[config.mk]
export PLATFORM = sky130hd
export DESIGN_NAME = lab3_mem_line_unpacker_flat
export DESIGN_NICKNAME = d
export VERILOG_FILES = /design/src/rtl/lab3_mem_line_unpacker_pkg.sv /design/src/rtl/lab3_mem_line_unpacker_if.sv /design/src/rtl/lab3_mem_line_unpacker_wordsel.sv /design/src/rtl/lab3_mem_line_unpacker.sv /design/src/flat_wrapper.sv
export SDC_FILE = /design/constraint.sdc
export NUM_CORES = 1
export LEC_CHECK = 0
export CORE_ASPECT_RATIO = 0.7
export CORE_UTILIZATION = 50
export CTS_CLUSTER_SIZE = 28
export DETAILED_ROUTE_END_ITERATION = 10
export GPL_TIMING_DRIVEN = 0
export PLACE_DENSITY = 0.89
export SYNTH_ARGS = -nofsm -noshare
export SYNTH_HDL_FRONTEND = slang
export SYNTH_HIERARCHICAL = 1
export SYNTH_SLANG_ARGS = --single-unit
export TNS_END_PERCENT = 100
[constraint.sdc]
create_clock -name clk -period 3.2 [get_ports clk]
set_input_delay 0.48 -clock clk [delete_from_list [all_inputs] [get_ports clk]]
set_output_delay 0.48 -clock clk [all_outputs]
set_load 0.03 [all_outputs]
[src/rtl/lab3_mem_line_unpacker_pkg.sv]
// Shared types and constants for the lab3 memory line unpacker and the
// cache read path.
//   - Fixed geometry: a 128-bit line holds four 32-bit words, and a word
//     index within a line is 2 bits wide.
//   - Declares the unpacker FSM state type.
//   - Provides a helper that advances a word index with wrap 3 -> 0.
// No ports (package).
package lab3_mem_pkg;

  localparam int LINE_NBITS     = 128;
  localparam int WORD_NBITS     = 32;
  localparam int WORDS_PER_LINE = 4;
  localparam int WORD_IDX_NBITS = 2;

  typedef enum logic [0:0] {
    UNPK_IDLE = 1'b0,
    UNPK_SEND = 1'b1
  } unpk_state_t;

  typedef logic [31:0]  word_t;
  typedef logic [127:0] line_t;
  typedef logic [1:0]   widx_t;

  // Next word index within a line.
  // The 2-bit arithmetic wraps from 3 back to 0, which gives the
  // critical-word-first ordering.
  function automatic widx_t widx_next(input widx_t idx);
    return idx + 2'd1;
  endfunction

endpackage

[src/rtl/lab3_mem_line_unpacker_if.sv]
// Stream bundle for the line unpacker. It carries two handshakes.
//
// Line request (producer -> unpacker):
//   in_val, in_rdy, in_line, in_offset
//
// Word response (unpacker -> consumer):
//   out_val, out_rdy, out_word, out_idx, out_last
//
// Modports:
//   master - environment side. It drives the line request and out_rdy.
//   slave  - unpacker side. It drives in_rdy and the word response.
interface lab3_mem_line_unpacker_if;
  import lab3_mem_pkg::*;

  logic  in_val;
  logic  in_rdy;
  line_t in_line;
  widx_t in_offset;
  logic  out_val;
  logic  out_rdy;
  word_t out_word;
  widx_t out_idx;
  logic  out_last;

  modport master (
    output in_val, in_line, in_offset, out_rdy,
    input  in_rdy, out_val, out_word, out_idx, out_last
  );

  modport slave (
    input  in_val, in_line, in_offset, out_rdy,
    output in_rdy, out_val, out_word, out_idx, out_last
  );

endinterface

[src/rtl/lab3_mem_line_unpacker_wordsel.sv]
// lab3_mem_WordSel: purely combinational 4:1 word mux.
// Also used by the cache read path.
// Ports:
//   line - 128-bit cache line; word i occupies bits [32i+31:32i]
//   idx  - word index, 0..3
//   word - the selected 32-bit word
module lab3_mem_WordSel
  import lab3_mem_pkg::*;
(
  input  line_t line,
  input  widx_t idx,
  output word_t word
);

  // Select one word of the line by index.
  always_comb begin
    word = 32'd0;
    case (idx)
      2'd0:    word = line[31:0];
      2'd1:    word = line[63:32];
      2'd2:    word = line[95:64];
      2'd3:    word = line[127:96];
      default: word = 32'd0;
    endcase
  end

endmodule

[src/rtl/lab3_mem_line_unpacker.sv]
// lab3_mem_line_unpacker: accepts one 128-bit line and emits its four
// 32-bit words serially. Emission starts at in_offset and wraps modulo 4
// (critical word first).
//
// Ports:
//   clk     - clock, rising edge
//   reset_n - asynchronous active-low reset
//   bus     - lab3_mem_line_unpacker_if.slave, carrying:
//               line request:  in_val / in_rdy / in_line / in_offset
//               word response: out_val / out_rdy / out_word / out_idx / out_last
//
// Compile-time option LAB3_MEM_LINE_UNPACKER_BACK2BACK_EN:
//   When defined, a new line may be accepted in the same cycle as the
//   final beat, so lines stream with no bubble.
//   When undefined, in_rdy is high only in IDLE, leaving one idle cycle
//   between lines.
//
// All word-side outputs come straight from flops, so there is no
// combinational path from in_* to out_*. Those outputs are loaded with the
// value of the beat that will be presented in the next cycle.
module lab3_mem_line_unpacker
  import lab3_mem_pkg::*;
(
  input  logic                      clk,
  input  logic                      reset_n,
  lab3_mem_line_unpacker_if.slave   bus
);

  unpk_state_t state;
  unpk_state_t state_nxt;
  line_t       line_reg;
  line_t       line_nxt;
  widx_t       idx_reg;
  widx_t       idx_nxt;
  logic [1:0]  cnt_reg;
  logic [1:0]  cnt_nxt;

  // armed stays low until the first clock after reset release.
  // This keeps in_rdy low while reset is asserted, even though the state
  // register already reads IDLE.
  logic        armed;

  logic        in_rdy;
  logic        fire_in;
  logic        fire_out;

  logic        out_val_reg;
  word_t       out_word_reg;
  widx_t       out_idx_reg;
  logic        out_last_reg;

  logic        out_val_nxt;
  word_t       out_word_nxt;
  widx_t       out_idx_nxt;
  logic        out_last_nxt;
  word_t       sel_word;

  // Word that will be presented next cycle, taken from the next-state line and index.
  lab3_mem_WordSel u_wordsel (
    .line (line_nxt),
    .idx  (idx_nxt),
    .word (sel_word)
  );

`ifdef LAB3_MEM_LINE_UNPACKER_BACK2BACK_EN
  // Ready in IDLE, or on a final beat that is being consumed this cycle.
  assign in_rdy = (state == UNPK_IDLE) ? armed : (out_last_reg & bus.out_rdy);
`else
  // Ready only in IDLE.
  assign in_rdy = (state == UNPK_IDLE) ? armed : 1'b0;
`endif

  assign fire_in  = bus.in_val & in_rdy;
  assign fire_out = out_val_reg & bus.out_rdy;

  // State register.
  always_ff @(posedge clk or negedge reset_n) begin
    if (!reset_n) begin
      state <= UNPK_IDLE;
    end else begin
      state <= state_nxt;
    end
  end

  // Next-state and datapath-next logic.
  always_comb begin
    state_nxt = state;
    line_nxt  = line_reg;
    idx_nxt   = idx_reg;
    cnt_nxt   = cnt_reg;
    case (state)
      UNPK_IDLE: begin
        if (fire_in) begin
          state_nxt = UNPK_SEND;
          line_nxt  = bus.in_line;
          idx_nxt   = bus.in_offset;
          cnt_nxt   = 2'd0;
        end else begin
          state_nxt = UNPK_IDLE;
        end
      end
      UNPK_SEND: begin
        if (fire_out && out_last_reg) begin
          if (fire_in) begin
            // Back-to-back: the next line replaces the one just finished.
            state_nxt = UNPK_SEND;
            line_nxt  = bus.in_line;
            idx_nxt   = bus.in_offset;
            cnt_nxt   = 2'd0;
          end else begin
            state_nxt = UNPK_IDLE;
            idx_nxt   = widx_next(idx_reg);
            cnt_nxt   = cnt_reg + 2'd1;
          end
        end else if (fire_out) begin
          state_nxt = UNPK_SEND;
          idx_nxt   = widx_next(idx_reg);
          cnt_nxt   = cnt_reg + 2'd1;
        end else begin
          state_nxt = UNPK_SEND;
        end
      end
      default: begin
        state_nxt = UNPK_IDLE;
      end
    endcase
  end

  // Next output values.
  // In IDLE, the word and index outputs hold their previous values.
  always_comb begin
    out_val_nxt  = 1'b0;
    out_word_nxt = out_word_reg;
    out_idx_nxt  = out_idx_reg;
    out_last_nxt = 1'b0;
    if (state_nxt == UNPK_SEND) begin
      out_val_nxt  = 1'b1;
      out_word_nxt = sel_word;
      out_idx_nxt  = idx_nxt;
      out_last_nxt = (cnt_nxt == 2'd3);
    end else begin
      out_val_nxt  = 1'b0;
      out_last_nxt = 1'b0;
    end
  end

  // Datapath registers: line, index, beat count, and ready arm.
  always_ff @(posedge clk or negedge reset_n) begin
    if (!reset_n) begin
      line_reg <= 128'd0;
      idx_reg  <= 2'd0;
      cnt_reg  <= 2'd0;
      armed    <= 1'b0;
    end else begin
      line_reg <= line_nxt;
      idx_reg  <= idx_nxt;
      cnt_reg  <= cnt_nxt;
      armed    <= 1'b1;
    end
  end

  // Output registers.
  // Reset clears them immediately, so no partial line survives a reset.
  always_ff @(posedge clk or negedge reset_n) begin
    if (!reset_n) begin
      out_val_reg  <= 1'b0;
      out_word_reg <= 32'd0;
      out_idx_reg  <= 2'd0;
      out_last_reg <= 1'b0;
    end else begin
      out_val_reg  <= out_val_nxt;
      out_word_reg <= out_word_nxt;
      out_idx_reg  <= out_idx_nxt;
      out_last_reg <= out_last_nxt;
    end
  end

  assign bus.in_rdy   = in_rdy;
  assign bus.out_val  = out_val_reg;
  assign bus.out_word = out_word_reg;
  assign bus.out_idx  = out_idx_reg;
  assign bus.out_last = out_last_reg;

endmodule

[src/flat_wrapper.sv]
// flat-port wrapper written by rule: the top's interface ports become plain ports
module lab3_mem_line_unpacker_flat import lab3_mem_pkg::*;
  (clk, reset_n, bus_in_val, bus_in_line, bus_in_offset, bus_out_rdy, bus_in_rdy, bus_out_val, bus_out_word, bus_out_idx, bus_out_last);
  lab3_mem_line_unpacker_if bus_i ();
  input  logic clk;
  input  logic reset_n;
  input wire logic [$bits(bus_i.in_val)-1:0] bus_in_val;
  input wire logic [$bits(bus_i.in_line)-1:0] bus_in_line;
  input wire logic [$bits(bus_i.in_offset)-1:0] bus_in_offset;
  input wire logic [$bits(bus_i.out_rdy)-1:0] bus_out_rdy;
  output wire logic [$bits(bus_i.in_rdy)-1:0] bus_in_rdy;
  output wire logic [$bits(bus_i.out_val)-1:0] bus_out_val;
  output wire logic [$bits(bus_i.out_word)-1:0] bus_out_word;
  output wire logic [$bits(bus_i.out_idx)-1:0] bus_out_idx;
  output wire logic [$bits(bus_i.out_last)-1:0] bus_out_last;
  assign bus_i.in_val = bus_in_val;
  assign bus_i.in_line = bus_in_line;
  assign bus_i.in_offset = bus_in_offset;
  assign bus_i.out_rdy = bus_out_rdy;
  assign bus_in_rdy = bus_i.in_rdy;
  assign bus_out_val = bus_i.out_val;
  assign bus_out_word = bus_i.out_word;
  assign bus_out_idx = bus_i.out_idx;
  assign bus_out_last = bus_i.out_last;
  lab3_mem_line_unpacker u_core (.clk(clk), .reset_n(reset_n), .bus(bus_i));
endmodule
==> flow_metrics.tcl <==
set metrics [dict create \
    synth_cells 425 \
    initial_util 0.516 \
    post_cts_setup_inserts 0 \
    drc 0 \
    clk_pin_slew_worst_paths_ns 0.06 \
    final_common_cell "sky130_fd_sc_hd__dfrtp_1" \
    synth.largest_area_cell "sky130_fd_sc_hd__dfrtp_1" \
    worstSkewPairLatency_ns 0.42 \
    ios 171 \
    final-setup-viol-count 0 \
    hpwl_mm 11.7 \
    cell_repeated_most_along_the_worst_path "sky130_fd_sc_hd__buf_2" \
    vdd_ir_drop_max_v 0.000605 \
    finalPower_w 0.0103 \
    finalCoreUtilization 0.697 \
    wl_per_cell_um 20.1 \
    dp_cells 785 \
    drt-pass1-iter-count 6 \
    cp_num_buf_inv 4 \
    timing.max_cap.violations 0 \
    critical_path_class "in2reg" \
    layout_common_cells "sky130_fd_sc_hd__dfrtp_1, sky130_fd_sc_hd__clkdlybuf4s50_1, sky130_fd_sc_hd__mux2_2, sky130_fd_sc_hd__mux4_2, sky130_fd_sc_hd__mux2_1" \
    grt.total_usage 0.234 \
    vias 4347 \
    postRouteAntennaNets 0 \
    placement.setup.worst_slack_ns 0.0969 \
    synth_fp_nets 559 \
    largest_reg_flops 128 \
    setup_clock_skew_after_layout_ns 0.00857 \
    result_of_the_run "finished clean" \
    timing_hold_violations_final 0 \
    fillCellCount 957 \
    fp.dieArea_um2 14900 \
    final-instance-count-excl-fill 818 \
    slew_headroom 0.601 \
    globalplace.congestion 0.762 \
    fp.dieW_um 145 \
    post_cts.resized_instances 0 \
    fraction_of_final_layout_cells_with_drive_strength_greater_than_1 0.354 \
    end_kind "flop" \
    rsz0062_at_grt "false" \
    clk_path_buf_depth 2 \
    part_of_the_yosys_area_used_for_sequential_elements 0.587 \
    yosysTopAreaCellShare 0.587 \
    cts_hold_bufs 1 \
    dr.first_iter.drc_count 156 \
    critPathLaunchType "input port" \
    layout_min_cycle_time_ns 2.67 \
    core-area_um2 14000 \
    yosysWarningCount 6 \
    crit_path_max_incr_delay_ns 0.50 \
    async_reset_ff_frac 1.00 \
    maximum_operating_frequency_ghz 0.374 \
    crit_path_cell_trace "clkdlybuf4s50_1, and3b_1, buf_2, buf_6, buf_2, mux2_2, mux4_1, mux2_1" \
    power.leakage_nw 4.05 \
    clkSinkCount 169 \
    critPathArrivalTime_ns 2.97 \
    finalCritPeriodShare 0.836 \
    hold_path_class "reg2reg" \
    flow.area_growth_from_synthesis_pct 35.1 \
    cts_tree "done" \
    synthDistinctLibCells 28 \
    number_of_synthesized_register_bits 169 \
    vias_cell 5.31 \
    final.setup.worst_slack_ns 0.526 \
    synth-edff-count 0 \
    post_synth.cell_area_avg_um2 16.9 \
    slew_viol_final 0 \
    die_h_um 102 \
    grt.overflow.total 0 \
    n_antenna_cell 0 \
    ys.flop_type "sky130_fd_sc_hd__dfrtp_1" \
    portBuffers 169 \
    timing.critical_path.max_delay_family "multiplexers" \
    wl_mm 16.4 \
    tightest_slew_ns 0.598 \
    cp.required_ns 3.50 \
    cts_root_buf "sky130_fd_sc_hd__clkbuf_16" \
    placement_rows 36 \
    path_max_fanout 10 \
    clock_tree.htree_level_count 4 \
    ys_top_cells_by_area "sky130_fd_sc_hd__dfrtp_1, sky130_fd_sc_hd__mux2_2, sky130_fd_sc_hd__mux4_2" \
    initial_antenna_violation_count 0 \
    grt_pass1_wl_mm 25.8 \
    powerDensity_nw_per_um2 1050 \
    via_count_of_the_first_global_routing_pass 4805 \
    mapped_cell_area_um2 7200 \
    critPathSlowestCell "sky130_fd_sc_hd__clkdlybuf4s50_1" \
    largest_net_degree_at_the_start_of_global_routing 116 \
    cts-buffers-inserted 17 \
    nets_finish 749 \
]
-- final cells by class --
| type | count | area, um^2 | area share |
|---|---|---|---|
| Buffer | 27 | 209 | 0.0215 |
| Clock buffer | 19 | 443 | 0.0455 |
| Clock inverter | 13 | 111 | 0.0114 |
| Inverter | 1 | 3.75 | 0.000386 |
| Multi-Input combinational cell | 228 | 2760 | 0.284 |
| Sequential cell | 169 | 4230 | 0.435 |
| Tap cell | 190 | 238 | 0.0244 |
| Timing Repair Buffer | 171 | 1730 | 0.178 |
-- through the flow --
stage          TNS, ns  area, um^2  hold slack (ns)
2_1_floorplan        0        7200            0.184
3_3_place_gp   -815.33        9130            0.474
3_5_place_dp         0        9160            0.422
4_1_cts              0        9730            0.499
5_1_grt              0        9730            0.507
6_report             0        9730            0.496
-- worst reg2reg max path: stages (launching register included) --
cell                      delay (ns)
sky130_fd_sc_hd__dfrtp_1        0.47
sky130_fd_sc_hd__and3b_1        0.26
sky130_fd_sc_hd__buf_2          0.17
sky130_fd_sc_hd__buf_6          0.16
sky130_fd_sc_hd__buf_2          0.30
sky130_fd_sc_hd__mux2_2         0.39
sky130_fd_sc_hd__mux4_1         0.50
sky130_fd_sc_hd__mux2_1         0.29
-- worst paths after layout --
kind	cells after the start	startpoint	to	slack, ns
setup / recovery	8	bus_in_val	u_core/bus.out_word[28]	0.53
hold / removal	1	u_core/line_reg[24]	u_core/line_reg[24]	0.50
setup reg to reg	7	u_core/bus.out_val	u_core/bus.out_word[28]	0.55
hold reg to reg	1	u_core/line_reg[24]	u_core/line_reg[24]	0.50
max in group asynchronous	3	reset_n	u_core/line_reg[14]	1.73
min in group asynchronous	2	reset_n	u_core/line_reg[122]	0.55
-- routing by layer --
layer	global-route usage	wire, um	up-vias	share of wire
met1	0.308	7290	2268	0.44
met4	0.0704	119	0	0.0073
met2	0.379	7960	127	0.49
met3	0.0737	1040	11	0.063
li1	-	-	1941	-
met5	0	0	-	0
-- logic make-up (layout without fill, tap and decap cells) --
| group | after synthesis | in the layout | share of synthesized area |
|---|---|---|---|
| AO/OA/AOI/OAI | 10 | 10 | 0.0104 |
| XOR/XNOR | 4 | 4 | 0.00487 |
| buffers and inverters | 28 | 231 | 0.0295 |
| flip-flops | 169 | 169 | 0.587 |
| multiplexers | 194 | 194 | 0.354 |
| other | 1 | 1 | 0.000521 |
| AND/OR/NAND/NOR | 19 | 19 | 0.0130 |
-- synth_stat cells, types with 2 or more instances --
| cell | n |
|---|---|
| sky130_fd_sc_hd__a211oi_1 | 3 |
| sky130_fd_sc_hd__a21oi_1 | 2 |
| sky130_fd_sc_hd__and3_1 | 2 |
| sky130_fd_sc_hd__buf_12 | 3 |
| sky130_fd_sc_hd__buf_2 | 17 |
| sky130_fd_sc_hd__buf_6 | 5 |
| sky130_fd_sc_hd__clkbuf_1 | 2 |
| sky130_fd_sc_hd__dfrtp_1 | 169 |
| sky130_fd_sc_hd__mux2_1 | 28 |
| sky130_fd_sc_hd__mux2_2 | 133 |
| sky130_fd_sc_hd__mux4_1 | 2 |
| sky130_fd_sc_hd__mux4_2 | 30 |
| sky130_fd_sc_hd__nand2_1 | 6 |
| sky130_fd_sc_hd__nor2_1 | 5 |
| sky130_fd_sc_hd__nor2b_1 | 2 |
| sky130_fd_sc_hd__o21ai_0 | 2 |
| sky130_fd_sc_hd__xor2_1 | 3 |
-- power breakdown --
group	total [W]	switching, W	internal, W
Sequential	0.00364	0.000396	0.00324
Combinational	0.00471	0.00208	0.00263
Clock	0.00190	0.000868	0.00104
Total	0.0103	0.00335	0.00690
No activity file was read; power rests on OpenSTA's default activity.
==> variant 1 (config.mk and constraints unchanged) <==
Add a define of `LAB3_MEM_LINE_UNPACKER_BACK2BACK_EN`.
--- a/src/rtl/lab3_mem_line_unpacker.sv
+++ b/src/rtl/lab3_mem_line_unpacker.sv
@@ -18,6 +18,8 @@
 // All word-side outputs come straight from flops, so there is no
 // combinational path from in_* to out_*. Those outputs are loaded with the
 // value of the beat that will be presented in the next cycle.
+`define LAB3_MEM_LINE_UNPACKER_BACK2BACK_EN
+
 module lab3_mem_line_unpacker
   import lab3_mem_pkg::*;
 (
Check against the original RTL: not equivalent (a bounded check fails within 10 cycles, from zero or initial values and one cycle with reset_n low).
==> variant 1 against the unedited design <==
Fmax fell by 8.1%; power rose by 2.2%; worst setup slack got worse by 240 ps; synthesized area rose by 1.7%; sequential cell count did not move; core utilization rose by 0.74 points; wire length rose by 3.8%; largest power group unchanged; non-clock buffer count rose by 2; final area rose by 2.0%; critical endpoint is now u_core/bus.out_word[0]$_DFFE_PN0P_; largest cell class unchanged.
==> variant 1: results (changes against the unedited design) <==
Finish
  • Filler Cells Inserted: 883 (-7.7%)
  • Max reg flops: 128 (unchanged)
  • Final net count: 761 (+1.6%)
  • Ratio of cells with drive above 1 in the final layout: 39.38% (+4.0 points)
  • Non-Filler Instances: 830 (+1.5%)

Logic synthesis
  • Cells after Synth: 437 (+2.8%)
  • Synth async-reset ratio: 100.0% (unchanged)
  • Synth Area in XOR/XNOR: 0.1196% (-0.37 points)
  • Post-synthesis compound-gate area fraction: 2.323% (+1.3 points)
  • Mux share of post-synthesis cell area: 34.83% (-0.60 points)
  • Sequential share of the synthesized area: 57.74% (-0.99 points)
  • Synth top cells by count: dfrtp_1 (169), mux2_2 (160), mux4_2 (30)
  • Synth unique cells: 36 (+29%)
  • Largest cells by area after synthesis: dfrtp_1 (58%), mux2_2 (25%), mux4_2 (9.2%)
  • Mapped Nets: 571 (+2.1%)

Detailed routing
  • DR WL met3: 1.072 mm (+3.5%)
  • Routed WL per cell: 20.51 um (+2.3%)
  • DRT iter0 DRCs: 134 (-14%)
  • Met2 wire len: 8.229 mm (+3.3%)
  • DR vias: 4467 (+2.8%)
  • Top Layer Used: met4
  • First-pass DRT Iterations: 4 (-2)
  • M1 WL: 7.596 mm (+4.2%)

GRT
  • Met2 GRT Util: 39.41% (+1.5 points)
  • Vias in the first global route: 4894 (+1.9%)
  • GR Util met3: 6.535% (-0.83 points)
  • First-pass GRT wire length: 26.37 mm (+2.1%)
  • Initial antenna violation count: 0 (unchanged)
  • GRT Util Overall: 23.52% (+0.083 points)
  • Largest net degree at the start of global routing: 117 (+0.86%)
  • GRT met1 Usage: 30.78% (about the same)

Timing
  • Count of final hold-check violations: 0 (unchanged)
  • Slew @ Worst Pin: 616.7 ps (+18.23 ps)
  • Worst Skew: 10.61 ps (+2.036 ps)

Clock network
  • Post-CTS Setup Bufs: 0 (unchanged)
  • Inserted Clock Buffers: 17 (unchanged)
  • CTS Hold Buffers Added: 1 (unchanged)
  • Root buffer cell: clkbuf_16
  • Clock latency on the worst-skew pair: 420 ps (about the same)

Outcome
  • Run status: complete, no violations

Setup path
  • Worst path arrival time: 3210 ps (+240 ps)

Placement
  • Total placed cells including tap cells: 797 (+1.5%)
  • Final Wtd Congestion: 0.8033 (+5.4%)
  • I/O Buffers: 169 (unchanged)
  • Dpl ws: -144.4 ps (-241.3 ps)
  • Post-DP HPWL: 11.73 mm (about the same)

Power
  • Leakage: 4.116 nW (+1.6%)
  • Clk. pwr: 2.16 mW (+14%)
  • Switch share: 31.37% (-1.3 points)
  • Peak supply drop: 0.5453 mV (-9.9%)

Worst hold path
  • Hold Crit Class: flip-flop to flip-flop
variant 1: final cells by class:
type,count,area [um2],area share (%)
Buffer,29,269.0,2.710
Clock buffer,21,470.5,4.740
Clock inverter,11,158.9,1.601
Inverter,3,11.26,0.1135
Multi-Input combinational cell,236,2815,28.36
Sequential cell,169,4229,42.61
Tap cell,190,237.7,2.395
Timing Repair Buffer,171,1734,17.47
variant 1: kinds of logic after synthesis:
family / count (synthesis)
AND/OR/NAND/NOR: 17
other: 1
flip-flops: 169
buffers and inverters: 32
multiplexers: 194
AO/OA/AOI/OAI: 23
XOR/XNOR: 1
variant 1: worst max-delay path, cell delays in order:
cell,delay [ps]
clkdlybuf4s50_1,560
nand3_1,140
a21oi_2,270
buf_4,270
a22oi_1,110
o32a_1,450
buf_2,270
mux4_2,340
mux2_2,300
variant 1: stage by stage:
stage	setup TNS, ps	cell area, um2	total power, mW
floorplan	0	7325	6.903
global placement	-826920	9254	8.097
global route	0	9926	10.99
finish	0	9926	10.48
CTS	0	9926	10.56
detailed placement	-3434	9286	8.322
variant 1: path summary, 6_finish.rpt:
path / from / to / slack (ps) / depth (start not counted)
setup / recovery: bus_out_rdy / u_core/bus.out_word[0]$_DFFE_PN0P_ / 290 / 9
hold / removal: u_core/line_reg[124]$_DFF_PN0_ / u_core/line_reg[124]$_DFF_PN0_ / 490 / 1
setup reg to reg: u_core/bus.out_val$_DFF_PN0_ / u_core/bus.out_word[0]$_DFFE_PN0P_ / 450 / 8
hold reg to reg: u_core/line_reg[124]$_DFF_PN0_ / u_core/line_reg[124]$_DFF_PN0_ / 490 / 1
max in group asynchronous: reset_n / u_core/line_reg[17]$_DFF_PN0_ / 1690 / 3
min in group asynchronous: reset_n / u_core/line_reg[74]$_DFF_PN0_ / 590 / 2
==> variant 2 (same flow settings) <==
Made on the original files. Make the reset (`reset_n`) synchronous in 3 clocked blocks. Comments in the files are not updated.
--- a/src/rtl/lab3_mem_line_unpacker.sv
+++ b/src/rtl/lab3_mem_line_unpacker.sv
@@ -74,7 +74,7 @@
   assign fire_out = out_val_reg & bus.out_rdy;
 
   // State register.
-  always_ff @(posedge clk or negedge reset_n) begin
+  always_ff @(posedge clk) begin
     if (!reset_n) begin
       state <= UNPK_IDLE;
     end else begin
@@ -145,7 +145,7 @@
   end
 
   // Datapath registers: line, index, beat count, and ready arm.
-  always_ff @(posedge clk or negedge reset_n) begin
+  always_ff @(posedge clk) begin
     if (!reset_n) begin
       line_reg <= 128'd0;
       idx_reg  <= 2'd0;
@@ -161,7 +161,7 @@
 
   // Output registers.
   // Reset clears them immediately, so no partial line survives a reset.
-  always_ff @(posedge clk or negedge reset_n) begin
+  always_ff @(posedge clk) begin
     if (!reset_n) begin
       out_val_reg  <= 1'b0;
       out_word_reg <= 32'd0;
Check against the original RTL: differs if reset_n is asserted again (counterexample within 4 cycles, from zero or initial values and one cycle with reset_n low); with reset_n held inactive, the same outputs for 4 cycles.
==> variant 2 against the unedited design <==
Count of clock-buffer cells in the layout down 2; worst hold slack worse by 26 ps; final area up 4.6%; worst setup slack worse by 150 ps; wire length up 29%; synthesized area up 5.8%; sequential cell count unchanged; critical endpoint is now u_core/bus.out_word[22]$_SDFFE_PN0P_; highest routed layer unchanged.
Power is not compared: it rests on default switching activity, and its combinational part moved more than twofold at a synthesized area within 25%.
==> variant 2: results (changes against the unedited design) <==
Outcome
  • Run status: complete, no violations

Placement
  • I/O Buffers: 170 (+0.59%)
  • Post-DP HPWL: 14.93 mm (+27%)
  • Final Wtd Congestion: 0.8595 (+13%)
  • Placed cell areas: 9565 um2 (+4.4%)

Setup path
  • FF-to-FF End: u_core/bus.out_word[29]$_SDFFE_PN0P_
  • Setup crit end: u_core/bus.out_word[22]$_SDFFE_PN0P_
  • CP startpoint: bus_out_rdy
  • Worst path arrival time: 3110 ps (+140 ps)
  • Reg-to-Reg Start: u_core/state$_SDFF_PN0_

Logic synthesis
  • Synth unique cells: 30 (+7.1%)
  • Largest cells by area after synthesis: dfxtp_1 (44%), mux2_2 (13%), and2_1 (11%)
  • Synthesized area per cell: 11.69 um2 (-31%)
  • Synth top cells by count: dfxtp_1 (169), and2_1 (129), mux2_2 (85)
  • Sequential share of the synthesized area: 44.40% (-14 points)

Timing
  • Fin Hold WS: 470.3 ps (-25.83 ps)
  • Fmax: 0.3543 GHz (-5.3%)
  • Relative slew slack: 40.37% (-20 points)

Finish
  • Final net count: 975 (+30%)
  • Ratio of cells with drive above 1 in the final layout: 25.56% (-9.8 points)
  • Filler Cells Inserted: 1070 (+12%)

Worst hold path
  • Hold wc startpoint: u_core/bus.out_word[29]$_SDFFE_PN0P_
  • Cells on Worst Hold Path: 2 (+1)

GRT
  • Largest net degree at the start of global routing: 17 (-85%)
  • GRT Util Overall: 27.54% (+4.1 points)
  • Vias in the first global route: 5923 (+23%)

Detailed routing
  • Vias/cell: 5.503 (+3.6%)
  • First-pass DRT Iterations: 5 (-1)
-- variant 2: routing by layer --
metal / up-vias / routed length [um] / GRT usage, %
met5: - / 0 / 0
met4: 0 / 257 / 7.580
met3: 26 / 1645 / 6.407
met1: 2831 / 9429 / 37.74
met2: 240 / 9821 / 43.39
li1: 2670 / - / -
-- variant 2: kinds of logic (layout without fill, tap and decap cells) --
logic type,count (synthesis),after routing,synth area share [%]
AOI/OAI and AO/OA,81,81,5.682
xor gates and xnor gates,4,4,0.4599
muxes,160,160,30.59
and+or+nand+nor,180,180,14.25
DFF,169,169,44.40
buffers and inverters,58,259,4.614
-- variant 2: final cells by class --
type                       instances  area (um2)  area share [%]
buffer                            57       347.8           3.418
inverter                           1       3.754         0.03688
sequential                       169        3383           33.24
clock inverter                    14       182.7           1.795
multi-input combinational        425        3889           38.21
tap                              195       244.0           2.397
clock buffer                      17       425.4           4.180
timing repair buffer             170        1702           16.72
